--- config.mk ---
export PLATFORM = sky130hd
export DESIGN_NAME = mod_demod_gen_v3
export DESIGN_NICKNAME = d
export VERILOG_FILES = /design/src/rtl/mod_demod_gen_v3.sv
export SDC_FILE = /design/constraint.sdc
export NUM_CORES = 1
export LEC_CHECK = 0
export CORE_ASPECT_RATIO = 1.5
export CORE_MARGIN = 2
export CORE_UTILIZATION = 58
export DETAILED_ROUTE_END_ITERATION = 16
export PLACE_DENSITY = 0.95
export SYNTH_ARGS = -nofsm -noshare
export SYNTH_HDL_FRONTEND = slang
export SYNTH_SLANG_ARGS = --single-unit
--- constraint.sdc ---
create_clock -name i_clk -period 8.75 [get_ports i_clk]
set_input_delay 1.75 -clock i_clk [delete_from_list [all_inputs] [get_ports i_clk]]
set_output_delay 1.75 -clock i_clk [all_outputs]
set_load 0.05 [all_outputs]
--- src/rtl/mod_demod_gen_v3.sv ---
// rtl/mod_demod_gen_v3.sv - square-wave modulator with half-period synchronous demodulator
module mod_demod_gen_v3 #(
    parameter int ADC_W    = 14,
    parameter int OUT_W    = 32,
    parameter int AVG_LOG2 = 3
) (
    input  logic                    i_clk,
    input  logic                    i_rst,
    input  logic [31:0]             i_freq_cnt,
    input  logic [OUT_W-1:0]        i_amp_H,
    input  logic [OUT_W-1:0]        i_amp_L,
    input  logic [15:0]             i_wait_cnt,
    input  logic                    i_polarity,
    input  logic signed [OUT_W-1:0] i_err_offset,
    input  logic signed [ADC_W-1:0] i_adc_data,
    output logic [OUT_W-1:0]        o_mod_out,
    output logic                    o_status,
    output logic                    o_stepTrig,
    output logic signed [OUT_W-1:0] o_err,
    output logic                    o_sync,
    output logic                    o_short,
    output logic [1:0]              o_cstate
);

    localparam int ACC_W = ADC_W + AVG_LOG2;
    localparam int E_W   = OUT_W + 2;
    localparam logic [AVG_LOG2:0] ACC_LAST = (AVG_LOG2+1)'(2**AVG_LOG2 - 1);

    typedef enum logic [1:0] {
        S_IDLE = 2'd0,
        S_WAIT = 2'd1,
        S_ACC  = 2'd2,
        S_DONE = 2'd3
    } state_t;

    state_t state, next_state;

    logic [31:0]              period;
    logic [31:0]              cnt;
    logic [31:0]              freq_clamped;
    logic [15:0]              wcnt;
    logic [AVG_LOG2:0]        acnt;
    logic signed [ACC_W-1:0]  acc;
    logic signed [ACC_W-1:0]  sum_h;
    logic                     h_valid;
    logic                     tag;
    logic signed [ACC_W:0]    diff;
    logic signed [ACC_W:0]    avg;
    logic signed [E_W-1:0]    avg_ext;
    logic signed [E_W-1:0]    err_full;
    logic [OUT_W-1:0]         err_sat;

    assign freq_clamped = (i_freq_cnt < 32'd2) ? 32'd2 : i_freq_cnt;
    assign o_cstate     = state;

    // Period is only picked up at boundaries so a half never changes length mid-flight
    always_ff @(posedge i_clk) begin
        if (i_rst) begin
            period     <= freq_clamped;
            cnt        <= 32'd0;
            o_status   <= 1'b0;
            o_stepTrig <= 1'b0;
            o_mod_out  <= '0;
        end else begin
            o_mod_out <= o_status ? i_amp_H : i_amp_L;
            if (cnt == period - 32'd1) begin
                cnt        <= 32'd0;
                o_status   <= ~o_status;
                o_stepTrig <= 1'b1;
                period     <= freq_clamped;
            end else begin
                cnt        <= cnt + 32'd1;
                o_stepTrig <= 1'b0;
            end
        end
    end

    always_ff @(posedge i_clk) begin
        if (i_rst) begin
            state <= S_IDLE;
        end else begin
            state <= next_state;
        end
    end

    always_comb begin
        next_state = state;
        case (state)
            S_IDLE: next_state = S_IDLE;
            S_WAIT: if ({1'b0, wcnt} + 17'd1 >= {1'b0, i_wait_cnt}) next_state = S_ACC;
            S_ACC:  if (acnt == ACC_LAST) next_state = S_DONE;
            S_DONE: next_state = S_IDLE;
            default: next_state = S_IDLE;
        endcase
        if (o_stepTrig) begin
            next_state = (i_wait_cnt == 16'd0) ? S_ACC : S_WAIT;
        end
    end

    // At DONE the accumulator itself holds the low-half sum, so the error is formed from it directly
    always_comb begin
        diff     = (ACC_W+1)'(sum_h) - (ACC_W+1)'(acc);
        avg      = diff >>> AVG_LOG2;
        avg_ext  = E_W'(avg);
        err_full = (i_polarity ? -avg_ext : avg_ext) + E_W'(i_err_offset);
        err_sat  = err_full[OUT_W-1:0];
        if (err_full[E_W-1:OUT_W-1] != {3{err_full[E_W-1]}}) begin
            err_sat = err_full[E_W-1] ? {1'b1, {(OUT_W-1){1'b0}}} : {1'b0, {(OUT_W-1){1'b1}}};
        end
    end

    always_ff @(posedge i_clk) begin
        if (i_rst) begin
            wcnt    <= 16'd0;
            acnt    <= '0;
            acc     <= '0;
            sum_h   <= '0;
            h_valid <= 1'b0;
            tag     <= 1'b0;
            o_err   <= '0;
            o_sync  <= 1'b0;
            o_short <= 1'b0;
        end else begin
            o_sync <= 1'b0;
            case (state)
                S_WAIT: wcnt <= wcnt + 16'd1;
                S_ACC: begin
                    acc  <= acc + ACC_W'(i_adc_data);
                    acnt <= acnt + (AVG_LOG2+1)'(1);
                end
                S_DONE: begin
                    if (tag) begin
                        sum_h   <= acc;
                        h_valid <= 1'b1;
                    end else if (h_valid) begin
                        o_err   <= $signed(err_sat);
                        o_sync  <= 1'b1;
                        h_valid <= 1'b0;
                    end
                end
                default: ;
            endcase
            if (o_stepTrig) begin
                wcnt <= 16'd0;
                acnt <= '0;
                acc  <= '0;
                tag  <= o_status;
                if (state == S_WAIT || state == S_ACC) begin
                    o_short <= 1'b1;
                    h_valid <= 1'b0;
                end
            end
        end
    end

endmodule

==> metrics <==
Post-Syn Instances 1477; WP depth 28; number of flops mapped to enable cells by yosys 32; f_max 0.134 GHz; HP Class flip-flop to flip-flop; Hold Fails Final Rpt 0; ANT nets after route 0; most common cell after layout, fill and taps aside clkdlybuf4s50_1; vias post-DR 11293; DRT Pass-1 Iters 5; crit path time final 7440 ps; Layout Utilization 72.6%; Synth Area in XOR/XNOR 12.7%; multiplexer share of the synthesized area 4.78%; number of max-slew violations in the final report 0; status finished, final reports clean; GR Util All Layers 29.3%; total routed wirelength 33700 microns; postcts setup bufs 0; layout cells sized above 1 3.86%; Worst Skew 14.4 ps; Max-Cap Viols 0; CTS Sinks 190; WS Path Type flip-flop to flip-flop; number of distinct library cells after synthesis 70; post-CTS sizing 0; R2R depth 28; sequential area share after synthesis 33.5%; Buf+Inv Stages, Crit Path 1; Max IR drop VDD 0.292 mV; die width 123 microns; DRC 0; DR vias/cell 5.86; Critical-path top delay cell nand2_1; Setup-failing EPs final 0; Routability Congestion 0.998; Post-synth ARST share 0%; post-synthesis compound-gate area fraction 13.6%; Worst-Skew Late Latency 450 ps; Avg Cell Area, Syn 8.34 sq um; Setup TNS 0 ps; Power Density 330 nW/um^2; CTS Hold Bufs 0; CP arrival 7730 ps; # diodes 0; WHS Path Cells 2; adder-cell area share of the yosys netlist 9.87%; synthesized cell area 12300 sq um; DRT iter0 DRCs 804; CTS tree built; H-tree Lvls 4; P&R area growth vs syn 23.7%; RSZ-0062 raised after global routing false; IO Port Bufs 230; period utilization 85.0%; Routed wire per std cell 17.5 microns; vias in the first global route 11151; Critical Path Max Stage Delay 670 ps; most frequent cells in the layout 229 x clkdlybuf4s50_1, 203 x nor2_1, 157 x dfxtp_1; Die H 182 microns; Worst Tran Pin Value 1260 ps; Ys Warns 0; grt ovf 0; fin nets 1902; clk buf depth 2; CP Max Fanout 31; dpl hpwl 25900 microns; critical path's top delay family simple AND/OR/NAND/NOR gates; simple-gate area share of the yosys netlist 21.1%; crit start category flip-flop; Starting Density 58.7%; global-route wire length before repair 52300 microns; register bit count reported by yosys 190; row count 65; syn_nets 1734; largest family of logic cells by synthesized area simple AND/OR/NAND/NOR gates; Die ar. 22400 sq um; initial antenna violation count 0; LEAKAGE 6.05 nW; Setup crit end kind flip-flop; TritonCTS Buffers 17; Core Area 21000 sq um; Slew HR 16.2%; largest net degree at the start of global routing 65; CTS clk-pin slew, worst paths 70 ps; critical path data required time 9050 ps; I/O pin count 231; top_reg_cell synth dfxtp_1; CTS Root Cell clkbuf_16
==> flip-flops by register name, indices dropped and copies added (netlist names), 2 cells and up <==
name / cells
o_cstate: 2
sum_h: 17
acc: 17
wcnt: 16
period: 32
o_mod_out: 32
acnt: 4
o_err: 32
cnt: 32
==> kinds of logic (layout without fill, tap and decap cells) <==
kind of cell / after synthesis / after routing
AOI/OAI and AO/OA: 268 / 268
xor gates and xnor gates: 179 / 179
adders and majority gates: 96 / 96
buffers and inverters: 138 / 319
DFF: 190 / 190
muxes: 58 / 58
and+or+nand+nor: 548 / 548
==> Yosys cell counts, types with 11 or more instances <==
| cell type | n | area [sq um] |
|---|---|---|
| nor2b_1 | 15 | 93.8 |
| nor3_1 | 51 | 255 |
| xnor2_1 | 84 | 736 |
| xor2_1 | 95 | 832 |
| o21a_1 | 19 | 143 |
| and3_1 | 20 | 125 |
| nand4_1 | 20 | 125 |
| ha_1 | 94 | 1180 |
| mux2i_1 | 51 | 510 |
| edfxtp_1 | 32 | 961 |
| a21o_1 | 33 | 248 |
| dfxtp_1 | 158 | 3160 |
| o21ai_0 | 33 | 165 |
| nor4_1 | 16 | 100 |
| nand2_1 | 124 | 465 |
| a211oi_1 | 11 | 82.6 |
| clkbuf_1 | 73 | 274 |
| inv_1 | 53 | 199 |
| nor2_1 | 204 | 766 |
| nand3_1 | 35 | 175 |
| nand2b_1 | 16 | 100 |
| a21oi_1 | 111 | 556 |
==> path summary, 6_finish.rpt <==
check,start,to,slack [ps]
setup / recovery,acc[1],o_err[24],1310
hold reg to reg,acc[16],sum_h[16],460
hold / removal,acc[16],sum_h[16],460
setup reg to reg,acc[1],o_err[24],1310
==> per-layer routing <==
metal / wire length, microns / vias up / part of all wire [%] / GRT usage (%)
met3: 1870 / 130 / 5.5 / 5.84
met1: 12400 / 5303 / 37 / 30.1
met2: 17600 / 390 / 52 / 53.6
met4: 1850 / 0 / 5.5 / 17.3
li1: - / 5470 / - / -
met5: 0 / - / 0 / 0
==> metrics by stage <==
| step | area, sq um | worst slack, ps | cells | power (mW) | hold slack [ps] |
|---|---|---|---|---|---|
| global route | 15200 | 648 | 1926 | 5.42 | 479 |
| CTS | 15200 | 1370 | 1926 | 5.00 | 468 |
| global placement | 14600 | 1710 | 1894 | 4.13 | 437 |
| floorplan | 12300 | 2730 | 1477 | 3.54 | 432 |
| finish | 15200 | 1310 | 1926 | 5.02 | 465 |
| detailed placement | 14600 | 1420 | 1894 | 4.21 | 450 |
==> cell type report <==
class,count,area (sq um)
clock buffer,18,439
inverter,53,199
clock inverter,14,151
timing repair buffer,234,2330
fill,1500,5750
multi-input combinational,1149,7660
sequential,190,4130
tap,268,335
==> report_power, final <==
part	switching (mW)	total [mW]	internal (mW)
Combinational	1.90	3.27	1.37
Clock	0.368	0.780	0.412
Sequential	0.0429	0.976	0.933
==> worst min-delay path, cell delays in order, from the launching register on <==
cell and delay (ps):
dfxtp_1 310, nand2_1 50, a21oi_1 50
No activity file was read; power rests on OpenSTA's default activity.
